## config.mk

```make
export PLATFORM = sky130hd
export DESIGN_NAME = keynsham_bootrom_arbiter
export DESIGN_NICKNAME = d
export VERILOG_FILES = /design/src/rtl/keynsham_bootrom_arbiter.sv
export SDC_FILE = /design/constraint.sdc
export NUM_CORES = 1
export LEC_CHECK = 0
export BUFFER_PORTS_ARGS = -buffer_cell sky130_fd_sc_hd__buf_2
export CORE_MARGIN = 3
export CORE_UTILIZATION = 41
export CTS_BUF_LIST = sky130_fd_sc_hd__clkbuf_8
export DETAILED_ROUTE_END_ITERATION = 10
export GPL_TIMING_DRIVEN = 0
export HOLD_SLACK_MARGIN = 0.05
export PLACE_DENSITY_LB_ADDON = 0.25
export RECOVER_POWER = 100
export SETUP_SLACK_MARGIN = 0.5
export SLEW_MARGIN = 25
export SYNTH_ARGS = -nofsm -noshare
export SYNTH_HDL_FRONTEND = slang
export SYNTH_SLANG_ARGS = --single-unit
```

## constraint.sdc

```tcl
create_clock -name clk -period 1.6 [get_ports clk]
set_input_delay 0 -clock clk [delete_from_list [all_inputs] [get_ports clk]]
set_output_delay 0 -clock clk [all_outputs]
set_load 0.01 [all_outputs]
```

## src/rtl/keynsham_bootrom_arbiter.sv

```systemverilog
// ---------------------------------------------------------------------------
// keynsham_bootrom_arbiter
//
// Shares one single-port synchronous boot ROM between the CPU instruction
// fetch port and the data port. Read accesses are serialised with
// round-robin arbitration; each granted read returns its word together with
// a one-cycle ack pulse. Data-port writes never reach the ROM: they are
// dropped and acknowledged on the next cycle with zero read data.
//
// Ports
//   clk, rst_n            clock, asynchronous active-low reset
//   i_req, i_addr         fetch request (held until i_ack) and byte address
//   i_data, i_ack         fetch read data and one-cycle completion pulse
//   d_access, d_cs, d_wr  data cycle in progress, ROM select, write flag
//   d_addr, d_bytesel     data byte address, byte enables (unused)
//   d_data, d_ack         data read data and one-cycle completion pulse
//   mem_en, mem_addr      ROM read enable and word address
//   mem_q                 ROM read data
// ---------------------------------------------------------------------------
`default_nettype none

module keynsham_bootrom_arbiter #(
    parameter int ADDR_BITS   = 10,
    parameter int MEM_LATENCY = 1
) (
    input  logic                 clk,
    input  logic                 rst_n,
    input  logic                 i_req,
    input  logic [31:0]          i_addr,
    output logic [31:0]          i_data,
    output logic                 i_ack,
    input  logic                 d_access,
    input  logic                 d_cs,
    input  logic                 d_wr,
    input  logic [31:0]          d_addr,
    input  logic [3:0]           d_bytesel,
    output logic [31:0]          d_data,
    output logic                 d_ack,
    output logic                 mem_en,
    output logic [ADDR_BITS-1:0] mem_addr,
    input  logic [31:0]          mem_q
);

    typedef enum logic [1:0] {
        IDLE = 2'd0,
        READ = 2'd1,
        DONE = 2'd2
    } state_t;

    typedef enum logic {
        PORT_I = 1'b0,
        PORT_D = 1'b1
    } port_t;

    // The wait counter starts at MEM_LATENCY-1 so READ lasts MEM_LATENCY cycles.
    localparam logic [1:0] CNT_INIT = 2'(MEM_LATENCY - 1);

    state_t               state_r;
    port_t                grant_r;
    port_t                last_grant_r;
    logic [1:0]           cnt_r;

    logic                 ireq_s;
    logic                 dreq_s;
    logic                 drd_s;
    logic                 dwr_s;
    logic                 any_rd_s;
    port_t                win_s;
    logic [ADDR_BITS-1:0] win_addr_s;
    logic                 unused_s;

    // Ack terms mask a held request so it is not re-granted in its own ack cycle.
    assign ireq_s   = i_req & ~i_ack;
    assign dreq_s   = d_access & d_cs & ~d_ack;
    assign drd_s    = dreq_s & ~d_wr;
    assign dwr_s    = dreq_s & d_wr;
    assign any_rd_s = ireq_s | drd_s;

    // Byte enables and out-of-range address bits have no effect (ROM aliases).
    assign unused_s = ^{d_bytesel, i_addr[31:ADDR_BITS+2], i_addr[1:0],
                        d_addr[31:ADDR_BITS+2], d_addr[1:0]};

    // Round-robin winner among read requesters: on a tie the port not granted last wins.
    always_comb begin
        win_s      = PORT_I;
        win_addr_s = i_addr[ADDR_BITS+1:2];
        if (ireq_s && drd_s) begin
            win_s = (last_grant_r == PORT_D) ? PORT_I : PORT_D;
        end else if (drd_s) begin
            win_s = PORT_D;
        end else begin
            win_s = PORT_I;
        end
        if (win_s == PORT_D) begin
            win_addr_s = d_addr[ADDR_BITS+1:2];
        end else begin
            win_addr_s = i_addr[ADDR_BITS+1:2];
        end
    end

    // Arbitration FSM with registered ROM controls, acks and read data.
    always_ff @(posedge clk or negedge rst_n) begin
        if (!rst_n) begin
            state_r      <= IDLE;
            grant_r      <= PORT_I;
            last_grant_r <= PORT_D;
            cnt_r        <= 2'd0;
            i_ack        <= 1'b0;
            d_ack        <= 1'b0;
            i_data       <= 32'h0000_0000;
            d_data       <= 32'h0000_0000;
            mem_en       <= 1'b0;
            mem_addr     <= {ADDR_BITS{1'b0}};
        end else begin
            i_ack  <= 1'b0;
            d_ack  <= 1'b0;
            mem_en <= 1'b0;

            // Writes are dropped but still acknowledged, independent of any read.
            if (dwr_s) begin
                d_ack  <= 1'b1;
                d_data <= 32'h0000_0000;
            end

            case (state_r)
                IDLE, DONE: begin
                    if (any_rd_s) begin
                        state_r      <= READ;
                        mem_en       <= 1'b1;
                        mem_addr     <= win_addr_s;
                        grant_r      <= win_s;
                        last_grant_r <= win_s;
                        cnt_r        <= CNT_INIT;
                    end else begin
                        state_r <= IDLE;
                    end
                end
                READ: begin
                    if (cnt_r != 2'd0) begin
                        cnt_r <= cnt_r - 2'd1;
                    end else begin
                        state_r <= DONE;
                        if (grant_r == PORT_D) begin
                            d_data <= mem_q;
                            d_ack  <= 1'b1;
                        end else begin
                            i_data <= mem_q;
                            i_ack  <= 1'b1;
                        end
                    end
                end
                default: begin
                    state_r <= IDLE;
                end
            endcase
        end
    end

endmodule

`default_nettype wire

```

* Word-level counts from Yosys, hierarchy flattened
Index checks and enable logic that the tools add are counted.
** Storage, ports and cells
- Bits in registers :: 83
- Input bits :: 106
- Output and inout bits :: 77
- Word-level logic and storage cells :: 58
** Cells by class
- $add $sub $neg :: 1
- Equality and inequality tests :: 5
- Multiplexer cells :: 23
- Bitwise operators :: 11
- Reductions and logical operators :: 8
** Operators with widths (number)
- two-way mux 32 bit :: 4
- two-way mux 1 bit :: 13
- two-way mux 10 bit :: 1
- case mux 2 bit (2 select lines) :: 2
- two-way mux 2 bit :: 3
- inequality test 2 bit, second input constant :: 3
- AND reduction 3 bit :: 2
- bitwise AND 1 bit :: 5
- NOT 1 bit :: 5
- nonzero test 2 bit :: 2
- == test 2 x 1 -> 1 bit, second input constant :: 1
- == test 2 bit, second input constant :: 1
- logical NOT 2 bit :: 1
- AND reduction 2 bit :: 1
- OR reduction 2 bit :: 1
- subtractor 2 x 1 -> 2 bit, second input constant :: 1
- logical AND 1 bit :: 1
- OR 1 bit :: 1

* Logic depth before layout (Yosys ltp)
- Depth after elaboration :: 7
- Gate-level depth with buffers :: 8
- Gate-level depth less buffers :: 6

* Worst setup path after synthesis
Ideal clock, no wire load.
- Path kind :: register to register
- From :: register cnt_r[0]
- To :: register i_data[21]
- Setup time :: 0.127 ns
- Arrival :: 1.451 ns
- Required time :: 1.473 ns
- Slack :: 0.021 ns
- Cell stages (with the launch flop) :: 8
- Path buffers :: 2
- Clock period less this slack :: 1.579 ns
- Cell sequence :: dfrtp_1 > inv_1 > ha_1 > and3b_1 > and2_1 > buf_6 > buf_6 > mux2_1
** On the way
- Longest elaborated chain between the ends :: 3
** RTL lines
- start: declaration :: line 61 : logic [1:0] cnt_r;
- start signal: assignment :: line 140 : cnt_r <= cnt_r - 2'd1;
- nonzero test 2 bit :: line 139 : if (cnt_r != 2'd0) begin
- NOT 1 bit (no source line)
- AND reduction 3 bit (no source line)
- end signal: assignment :: line 147 : i_data <= mem_q;
- end: declaration :: line 30 : output logic [31:0] i_data,
Every way passes these cells.
A chain may end at the register's enable or synchronous reset.

* Final worst setup path
- From :: register cnt_r[0]
- To :: register d_data[26]
** On the way
- Longest elaborated chain between the ends :: 3
** RTL lines
- nonzero test 2 bit :: line 139
- two-way mux 32 bit :: line 139
- two-way mux 32 bit :: line 125 : case (state_r)
- end signal: assignment :: line 144 : d_data <= mem_q;
- end: declaration :: line 37 : output logic [31:0] d_data,
Every way passes these cells.

==> out/metrics.csv <==
metric,value,unit
die width,94.22,µm
min Tclk post-route,1.717,ns
DRT Wirelength,9.050,mm
fill cell count,589,
Total GRT Usage,20.26,%
via count,2633,
"Cell Area, Synth",0.003191,mm²
period utilization,107.3,%
setup ws final,-0.1169,ns
Power Internal,5341,µW
H-tree levels,3,
CTS tree,done,
final std cells w/o fill,532,
sequential power share,42.9,%
post-synthesis sequential area ratio,65.14,%
Logic pwr share,40.7,%
DR vias/cell,4.949,
"commonest non-fill, non-tap cell in the layout",dfrtp_1,
Net Switching,2766,µW
# DRC,0,
"CTS clk-pin slew, worst paths",0.08,ns
clk buf depth,2,
asr flop ratio synth,100.0,%
Post-Syn Area per Cell,14.91,µm²
Tightest Pin Transition,0.8758,ns
grt ovf,0,
WL per Instance,17.01,µm
Power Dens Cells,1616,mW/mm²
YS warnings,0,
Setup TNS,-5.507,ns
dpl cells,448,
I/O pin count,183,
clock share of power,16.4,%
Pre-antenna DRT Iters,4,
critical path capture point type,flop,
initial antenna violation count,0,
Startpoint Class,flop,
Initial Util,43.07,%
failing checks,negative setup slack,
syn_nets,321,
insertion delay to the later sink of the worst-skew pair,0.35,ns
RSZ-0062 raised after global routing,true,
Clock Skew,0.01755,ns
drt initial violations,42,
Layout area overhead,57.25,%
Max Freq,582.5,MHz
PortBufs,134,
Rel. slew slack,41.61,%
Leak,0.002422,µW
vias in the first global route,2837,
n_diodes,0,
switch share,34.12,%
largest net degree at the start of global routing,50,
# clock sinks,83,
Post-synth EDFFs,0,
Multi-input gate area,0.001115,mm²
first-pass GRT wire length,13.88,mm
post-DP HPWL,5.462,mm
CP Data Arrival Time,1.95,ns
worst endpoint required time,1.83,ns
Final setup viols,65,
distinct cell type count after synthesis,23,
GPL Wtd Cong,0.7683,
# rows,31,
Min-Delay Path Class,in2reg,
status,"finished, violations left",
CTS root buf,clkbuf_8,
CTS buffer count,9,
Max Cap Violations,0,
Die Ht,94.22,µm
register area,0.002078,mm²
critical path class,reg2reg,
core area,0.007408,mm²
Hold WS,0.1689,ns
Post-Synthesis Cells,214,
main flop type after synthesis,dfrtp_1,
Final Hold Viols,0,
Die Footprint,0.008876,mm²
worst-path fanout max,6,
Final Util,67.73,%
Post-DRT Antenna Nets,0,
share of layout cells above drive strength 1,33.72,%
Worst IR Drop VDD,0.8770,mV
number of synthesized register bits,83,
nets,535,
Final Max Tran Viols,0,
"commonest cells after routing, fill and taps aside","dfrtp_1, clkbuf_1, buf_2",
## synth_stat cells, types with 2 or more instances
library cell,number,area share [%]
dfrtp_1,82,64
a22o_1,32,8.8
mux2_1,20,7.1
mux2_2,12,4.2
mux2i_1,11,3.5
nor2_1,11,1.3
a21oi_1,10,1.6
buf_6,8,2.8
buf_2,5,0.78
inv_1,5,0.59
o22ai_1,3,0.59
and2_1,2,0.39
nand2_1,2,0.24
nand2b_1,2,0.39
## flip-flops by register name, indices dropped and copies added (netlist names)
name / cells
i_ack: 1
mem_en: 1
cnt_r: 2
last_grant_r: 1
state_r: 2
mem_addr: 10
d_data: 32
grant_r: 1
d_ack: 1
i_data: 32
## metal layers
layer	routed length (µm)	global-route usage [%]
met2	4741	35.34
met5	0	0
met3	317	3.285
met4	245	8.424
met1	3747	24.82
## kinds of logic (layout without fill, tap and decap cells)
family / Yosys count / in the layout / synth area share [%]
flip-flops: 83 / 83 / 65.14
multiplexers: 43 / 43 / 14.75
AND/OR/NAND/NOR: 20 / 20 / 3.216
adder cells (fa/ha/maj): 1 / 1 / 0.3921
buffers and inverters: 19 / 238 / 4.432
AO/OA/AOI/OAI: 48 / 48 / 12.08
## worst max-delay path: stages (launching register included)
cell and delay (ns):
dfrtp_1 0.40, inv_1 0.07, ha_2 0.17, and3b_2 0.20
and2_4 0.14, buf_6 0.12, a21oi_4 0.05, buf_6 0.14
buf_6 0.12, a22o_1 0.20
## stage by stage
step	cell area, µm²	total power, µW	setup slack (ns)
after floorplan	3228	4924	0.05507
after global placement	4023	6129	-0.09626
after detailed placement	4053	6221	-0.1190
after CTS	4842	7806	-0.1007
after global routing	5017	8620	-0.2095
final	5017	8106	-0.1169
## area by class of cell
cell class | instances | share of cell area, %
multi-input cells | 112 | 22.22
inverters | 5 | 0.3741
repair buffers | 203 | 26.41
clock buffers | 10 | 2.743
clock inverters | 6 | 0.6733
well taps | 99 | 2.469
plain buffers | 14 | 3.691
flip-flops and latches | 83 | 41.42
## worst paths after layout
check                               from          to  slack [ns]  cells after the start
worst max-delay path            cnt_r[0]  d_data[26]       -0.12                      9
worst min-delay path                d_wr       d_ack        0.17                      5
worst max register to register  cnt_r[0]  d_data[26]       -0.12                      9
worst min register to register  cnt_r[0]    cnt_r[0]        0.48                      1
max in group asynchronous          rst_n   i_data[6]        0.35                      3
min in group asynchronous          rst_n  i_data[29]        0.31                      2
## power by group through the flow
| stage | combinational, µW | clock, µW | sequential [µW] |
|---|---|---|---|
| final | 3300 | 1330 | 3480 |
| after global routing | 3560 | 1460 | 3600 |
| after CTS | 3040 | 1350 | 3410 |
| after detailed placement | 2790 | 0 | 3430 |
| after global placement | 2720 | 0 | 3410 |
| after floorplan | 1080 | 0 | 3850 |
## what timing repair did
action | 4_1_cts | 5_1_grt
endpoints found under the hold margin | 157 | 0
gates resized for setup | 11 | 47
pin swaps | 0 | 5
hold buffers | 53 | 0
setup buffers | 3 | 6
gates cloned | 1 | 5
setup endpoints to repair | 82 | 82
Note: power is estimated with default switching activity, not from simulation.
